<file path="src/rtl/traffic_input_cond.sv">
// Input conditioning for the traffic-light controller: synchronises and debounces the
// sensor and walk button, and latches walk requests until acknowledged. Optional macro: PRESS_CNT_EN.
module traffic_input_cond #(
    parameter int unsigned SYNC_STAGES = 2,
    parameter int unsigned DEB_CYCLES  = 500000,
    parameter int unsigned CNT_W       = 20
) (
    input  logic       clk,
    input  logic       reset,
    input  logic       sensor_raw,
    input  logic       button_walk_raw,
    input  logic       walk_ack,
    output logic       sensor,
    output logic       walk_req,
    output logic       walk_press
`ifdef PRESS_CNT_EN
    ,
    output logic [7:0] press_count
`endif
);

    localparam int unsigned N_IN     = 2;
    localparam int unsigned IDX_SENS = 0;
    localparam int unsigned IDX_BTN  = 1;
    localparam logic [CNT_W-1:0] CNT_LAST = CNT_W'(DEB_CYCLES - 1);

    typedef enum logic {ST_STABLE, ST_CHECK} deb_state_e;

    logic [SYNC_STAGES-1:0] sync_q  [N_IN];
    logic [SYNC_STAGES-1:0] sync_d  [N_IN];
    deb_state_e             state_q [N_IN];
    deb_state_e             state_d [N_IN];
    logic [CNT_W-1:0]       cnt_q   [N_IN];
    logic [CNT_W-1:0]       cnt_d   [N_IN];
    logic [N_IN-1:0]        deb_q, deb_d;
    logic [N_IN-1:0]        raw_c, s_c;
    logic                   d_btn_q, d_btn_d;
    logic                   walk_press_q, walk_press_d;
    logic                   walk_req_q, walk_req_d;
    logic                   press_c;

    assign raw_c = {button_walk_raw, sensor_raw};

    // Synchroniser chains; s_c is the last stage of each.
    always_comb begin
        for (int i = 0; i < int'(N_IN); i++) begin
            sync_d[i] = {sync_q[i][SYNC_STAGES-2:0], raw_c[i]};
            s_c[i]    = sync_q[i][SYNC_STAGES-1];
        end
    end

    // Debounce FSM per input: a changed level must persist DEB_CYCLES cycles to be accepted.
    always_comb begin
        for (int i = 0; i < int'(N_IN); i++) begin
            state_d[i] = state_q[i];
            cnt_d[i]   = cnt_q[i];
            deb_d[i]   = deb_q[i];
            case (state_q[i])
                ST_STABLE: begin
                    if (s_c[i] != deb_q[i]) begin
                        state_d[i] = ST_CHECK;
                        cnt_d[i]   = CNT_W'(1);
                    end else begin
                        cnt_d[i]   = '0;
                    end
                end
                ST_CHECK: begin
                    if (s_c[i] == deb_q[i]) begin
                        state_d[i] = ST_STABLE;
                        cnt_d[i]   = '0;
                    end else if (cnt_q[i] >= CNT_LAST) begin
                        deb_d[i]   = s_c[i];
                        state_d[i] = ST_STABLE;
                        cnt_d[i]   = '0;
                    end else begin
                        cnt_d[i]   = cnt_q[i] + CNT_W'(1);
                    end
                end
                default: begin
                    state_d[i] = ST_STABLE;
                    cnt_d[i]   = '0;
                end
            endcase
        end
    end

    // Rising-edge detect on the debounced button; a press beats a same-cycle acknowledge.
    always_comb begin
        press_c      = deb_q[IDX_BTN] & ~d_btn_q;
        d_btn_d      = deb_q[IDX_BTN];
        walk_press_d = press_c;
        walk_req_d   = walk_req_q;
        if (press_c) begin
            walk_req_d = 1'b1;
        end else if (walk_ack) begin
            walk_req_d = 1'b0;
        end
    end

    always_ff @(posedge clk or negedge reset) begin
        if (!reset) begin
            for (int i = 0; i < int'(N_IN); i++) begin
                sync_q[i]  <= '0;
                state_q[i] <= ST_STABLE;
                cnt_q[i]   <= '0;
            end
            deb_q        <= '0;
            d_btn_q      <= 1'b0;
            walk_press_q <= 1'b0;
            walk_req_q   <= 1'b0;
        end else begin
            for (int i = 0; i < int'(N_IN); i++) begin
                sync_q[i]  <= sync_d[i];
                state_q[i] <= state_d[i];
                cnt_q[i]   <= cnt_d[i];
            end
            deb_q        <= deb_d;
            d_btn_q      <= d_btn_d;
            walk_press_q <= walk_press_d;
            walk_req_q   <= walk_req_d;
        end
    end

    assign sensor     = deb_q[IDX_SENS];
    assign walk_req   = walk_req_q;
    assign walk_press = walk_press_q;

`ifdef PRESS_CNT_EN
    logic [7:0] press_cnt_q, press_cnt_d;

    // Saturating count of accepted presses.
    always_comb begin
        press_cnt_d = press_cnt_q;
        if (press_c && (press_cnt_q != 8'hFF)) begin
            press_cnt_d = press_cnt_q + 8'(1);
        end
    end

    always_ff @(posedge clk or negedge reset) begin
        if (!reset) begin
            press_cnt_q <= '0;
        end else begin
            press_cnt_q <= press_cnt_d;
        end
    end

    assign press_count = press_cnt_q;
`endif

endmodule

</file>
<file path="config.mk">
export PLATFORM = sky130hd
export DESIGN_NAME = traffic_input_cond
export DESIGN_NICKNAME = d
export VERILOG_FILES = /design/src/rtl/traffic_input_cond.sv
export SDC_FILE = /design/constraint.sdc
export NUM_CORES = 1
export LEC_CHECK = 0
export ABC_AREA = 1
export ABC_CLOCK_PERIOD_IN_PS = 1400
export CORE_AREA = 2 2 73 75
export CTS_CLUSTER_SIZE = 30
export DETAILED_ROUTE_END_ITERATION = 6
export DIE_AREA = 0 0 75 77
export PLACE_DENSITY = 0.83
export SYNTH_ARGS = -nofsm -noshare
export SYNTH_HDL_FRONTEND = slang
export SYNTH_SLANG_ARGS = --single-unit
</file>
<file path="constraint.sdc">
create_clock -name clk -period 1.4 [get_ports clk]
set_input_delay 0.28 -clock clk [delete_from_list [all_inputs] [get_ports clk]]
set_output_delay 0.28 -clock clk [all_outputs]
set_load 0.1 [all_outputs]
</file>
# Yosys cells after proc, flatten, opt, wreduce, memory -nomap -nowiden
# Cells that the tools add are included.
# totals
register_bits	51
elab_cells	46
# op_classes
add_sub_neg	2
n_lt_le_gt_ge	2
n_eq_ne	4
mux	18
bitwise_logic	6
reduce_logical	3
# op_table
operator	count
$mux W20	4
$pmux W20 S2	2
$add A20 B1 Y20 const B	2
$ge A20 B19 Y1 const B	2
$mux W1	10
$reduce_and A3 Y1	2
$not A1 Y1	5
$pmux W1 S2	2
$eq A1 B1 Y1	2
$ne A1 B1 Y1	2
$reduce_bool A2 Y1	1
$and A1 B1 Y1	1

# Longest topological paths before layout
# depth
ltp_word	4
ltp_mapped	12
ltp_nobuf	12

# Least setup slack after synthesis
# No wires, ideal clock.
# synth_path
path_type	reg-to-reg
start	register deb_q[0]
end	register cnt_q[20] (netlist bit)
arrival_time_ns	1.631
setup_slack_ns	-0.304
stages_incl_launch_ff	6
n_path_buf	1
synth_period_minus_slack_ns	1.704
path_cell_list	dfrtp_1 xnor2_1 nor2_1 nand4_2 buf_6 o21ai_2
# synth_rtl
element	line_no	rtl
start, declared	35	logic [N_IN-1:0] deb_q, deb_d;
start signal, assigned	107	deb_q <= '0;
start signal, assigned	117	deb_q <= deb_d;
end signal, assigned by index	115	cnt_q[i] <= cnt_d[i];
end, declared	33	logic [CNT_W-1:0] cnt_q [N_IN];

==> summary.md <==
| Metric | Value |
|---|---|
| Result of the run | `finished with violations` |
| Failing checks | `negative setup slack` |
| Proportion of netlist area held by the largest area contributor | `47.7%` |
| Highest-count cells in the layout ignoring fill and taps | `sky130_fd_sc_hd__nand2_1, sky130_fd_sc_hd__dfrtp_1, sky130_fd_sc_hd__nor2_1, sky130_fd_sc_hd__buf_4, sky130_fd_sc_hd__inv_1` |
| Post-route worst hold slack | `357 ps` |
| Fraction of final layout cells sized beyond drive strength 1 | `41.3%` |
| Synth Cell Area | `2680 sq um` |
| Data arrival time of the critical path | `1890 ps` |
| Slowest cell on crit path | `sky130_fd_sc_hd__dfrtp_1` |
| Cell family with most CP delay | `simple AND/OR/NAND/NOR gates` |
| Post-route ant nets | `0` |
| Root Buffer Master | `sky130_fd_sc_hd__clkbuf_8` |
| Routed WL | `7350 um` |
| Worst-path clk slew | `100 ps` |
| Data required time at the worst endpoint | `1640 ps` |
| Area of the die | `5780 sq um` |
| Min-Delay Path Class | `flop to flop` |
| Post-synth cell types | `29` |
| Final critical-path required period | `1640 ps` |
| Pin count of the biggest net entering global routing | `52` |
| Post-synth EDFFs | `0` |
| Async S/R FF share, synth | `100%` |
| DP Cell Count | `415` |
| Setup slack of the critical path after layout | `-241 ps` |
| Ratio of routed vias to standard cells | `5.34` |
| Fin cells | `443` |
| Most used DFF post-synth | `sky130_fd_sc_hd__dfrtp_1` |
| Sink count of the clock tree | `51` |
| Critical path's largest stage delay | `450 ps` |
| Cells after Synth | `322` |
| Global-route usage over all layers | `22.3%` |
| Power per unit of standard cell area | `1140 nW/um^2` |
| Number of levels the H-tree was split into | `2` |
| Cell types occupying the most area after synthesis | `sky130_fd_sc_hd__dfrtp_1, sky130_fd_sc_hd__nand2_1, sky130_fd_sc_hd__nor2_1, sky130_fd_sc_hd__xor2_1, sky130_fd_sc_hd__inv_1` |
| Number of iterations in the first detailed-routing pass | `5` |
| Count of maximum capacitance violations | `0` |
| Crit end category | `flop` |
| Die height | `77 um` |
| Clock tree from TritonCTS | `done` |
| Area of the multi-input gates | `1560 sq um` |
| Chip Width | `75 um` |
| Number of global-route vias before repair | `2274` |
| 1st-iter DRT viols | `237` |
| Number of primary I/O pins | `8` |
| Final slew viol count | `0` |
| Number of buffer cells added on primary ports | `7` |
| Number of CTS-inserted buffers | `5` |
| Leak Pwr | `1.57 nW` |
| Kind of launch point of the worst setup path | `flop` |
| Cell-by-cell trace of the critical path | `nor2_2 -> nand2_2 -> nand2_1 -> nand2_1 -> nand2_2 -> nand4_4 -> clkbuf_16 -> nor2_2` |
| Count of synthesis-stage warnings from yosys | `0` |
| Total negative slack for setup checks | `-6690 ps` |
| Count of endpoints failing setup in the final report | `42` |
| Number of diodes | `0` |
| Maximum frequency from static timing analysis | `609 MHz` |
| Number of hold-slack violations in the final timing report | `0` |
| Core area | `4980 sq um` |
| Number of buffers and inverters on the critical path | `1` |
| Number of antenna violations at the first check in global routing | `0` |
| Aggregate global routing overflow | `0` |
| Count of filler cells inserted in the layout | `315` |
| GP Congestion | `0.915` |
| HPWL Detailed | `3580 um` |
| Sequential cell area fraction in the yosys report | `47.7%` |
| Flop and latch count out of synthesis | `51` |
| Setup skew after layout | `9.34 ps` |
| Clock latency reported for the late side of the worst-skew pair | `320 ps` |
| First-pass GRT wire length | `9960 um` |
| DRC errors left | `0` |
| Post-detailed-route wirelength per cell | `16.6 um` |
| Row count | `26` |
| Max Fanout on Critical Path | `6` |
| Mean post-synth cell area | `8.31 sq um` |
| Initial core utilization | `53.7%` |
| Final critical-path share of the clock period | `117%` |
| RSZ-0062 raised after global routing | `true` |
| Post-synth top area cell | `sky130_fd_sc_hd__dfrtp_1` |
| Area growth from synthesis to layout | `37.0%` |
| Vias after detailed routing | `2366` |
| Clock Path Buffers | `2` |
| Total number of nets in the final design | `379` |
| Critical path type | `flop to flop` |
| Maximum ir drop on the vdd rail | `0.000881 V` |
| Most common cell after layout, fill and taps aside | `sky130_fd_sc_hd__nand2_1` |
| Sequential cell area in the final layout | `1280 sq um` |
[what timing repair did]
action / CTS / global route
cloned: 1 / 1
pin swaps: 10 / 21
endpoints found under the hold margin: 51 / 0
buffers inserted: 7 / 11
gates resized for setup: 32 / 64
hold buffers: 1 / 0
endpoints found under the setup margin: 39 / 42
[logic make-up (layout without fill, tap and decap cells)]
kind of cell / count (synthesis) / after routing / share of synthesized area, %
AND/OR/NAND/NOR: 189 / 189 / 33.7
AO/OA/AOI/OAI: 12 / 12 / 2.85
other: 1 / 2 / 0.140
flip-flops: 51 / 51 / 47.7
adder cells (fa/ha/maj): 2 / 2 / 0.935
XOR/XNOR: 23 / 23 / 7.53
buffers and inverters: 44 / 94 / 7.16
[worst paths after layout]
| kind | startpoint | endpoint | slack, ps | cells after the start |
|---|---|---|---|---|
| min in group asynchronous | reset | cnt_q[29] | 480 | 3 |
| worst max-delay path | cnt_q[26] | cnt_q[27] | -240 | 8 |
| worst min register to register | sync_d[1] | s_c[1] | 360 | 0 |
| max in group asynchronous | reset | deb_q[0] | 650 | 3 |
| worst min-delay path | sync_d[1] | s_c[1] | 360 | 0 |
| worst max register to register | cnt_q[26] | cnt_q[27] | -240 | 8 |
[final cells by class]
type / count / share of cell area, %
multi-input cells: 228 / 42.6
clock inverters: 2 / 0.956
well taps: 70 / 2.39
clock buffers: 6 / 2.25
flip-flops and latches: 51 / 34.9
inverters: 40 / 4.10
repair buffers: 46 / 12.7
[report_power, final]
part | switching (mW) | total, mW | internal (mW)
Clock | 0.521 | 1.10 | 0.579
Combinational | 0.784 | 1.31 | 0.528
Sequential | 0.137 | 1.76 | 1.62
[cells in the mapped netlist (2+ instances only)]
| cell type | count |
|---|---|
| sky130_fd_sc_hd__nor2_2 | 15 |
| sky130_fd_sc_hd__nand3_1 | 19 |
| sky130_fd_sc_hd__nor2_1 | 54 |
| sky130_fd_sc_hd__nand4_1 | 5 |
| sky130_fd_sc_hd__inv_2 | 12 |
| sky130_fd_sc_hd__dfrtp_1 | 51 |
| sky130_fd_sc_hd__nand2_1 | 70 |
| sky130_fd_sc_hd__nor3_2 | 7 |
| sky130_fd_sc_hd__o21ai_0 | 4 |
| sky130_fd_sc_hd__buf_6 | 3 |
| sky130_fd_sc_hd__nor2_4 | 3 |
| sky130_fd_sc_hd__nor3_1 | 5 |
| sky130_fd_sc_hd__o21ai_1 | 2 |
| sky130_fd_sc_hd__nand2_2 | 6 |
| sky130_fd_sc_hd__ha_1 | 2 |
| sky130_fd_sc_hd__nand3_2 | 3 |
| sky130_fd_sc_hd__xor2_1 | 16 |
| sky130_fd_sc_hd__xnor2_1 | 7 |
| sky130_fd_sc_hd__inv_1 | 28 |
[flip-flops by register name, summed over array words and instances (netlist names)]
name / count
cnt_q: 40
s_c: 2
walk_press: 1
deb_q: 2
state_q: 2
d_btn_q: 1
sync_d: 2
walk_req: 1
[per-stage QoR]
stage          power (mW)  setup slack (ps)  cell area (sq um)  util, %
2_1_floorplan        2.41              6.34               2680        -
3_3_place_gp         2.76             -7.45               2990     60.1
3_5_place_dp         2.79             -83.5               2990     60.1
4_1_cts              3.96             -46.2               3290     66.0
5_1_grt              4.32              -259               3670     73.7
6_report             4.17              -241               3670     73.7
[worst register-to-register path: stages (launching register included)]
cell and delay, ps:
sky130_fd_sc_hd__dfrtp_1 450, sky130_fd_sc_hd__nor2_2 180, sky130_fd_sc_hd__nand2_2 120, sky130_fd_sc_hd__nand2_1 130, sky130_fd_sc_hd__nand2_1 90, sky130_fd_sc_hd__nand2_2 110, sky130_fd_sc_hd__nand4_4 150, sky130_fd_sc_hd__clkbuf_16 220
sky130_fd_sc_hd__nor2_2 120
[metal layers]
metal,vias up,part of all wire (%),track usage [%]
li1,1093,-,-
met1,1156,39,28.3
met4,0,4.7,6.43
met2,82,52,37.7
met3,35,4.4,4.47
met5,-,0,0
No activity file was read; power rests on OpenSTA's default activity.
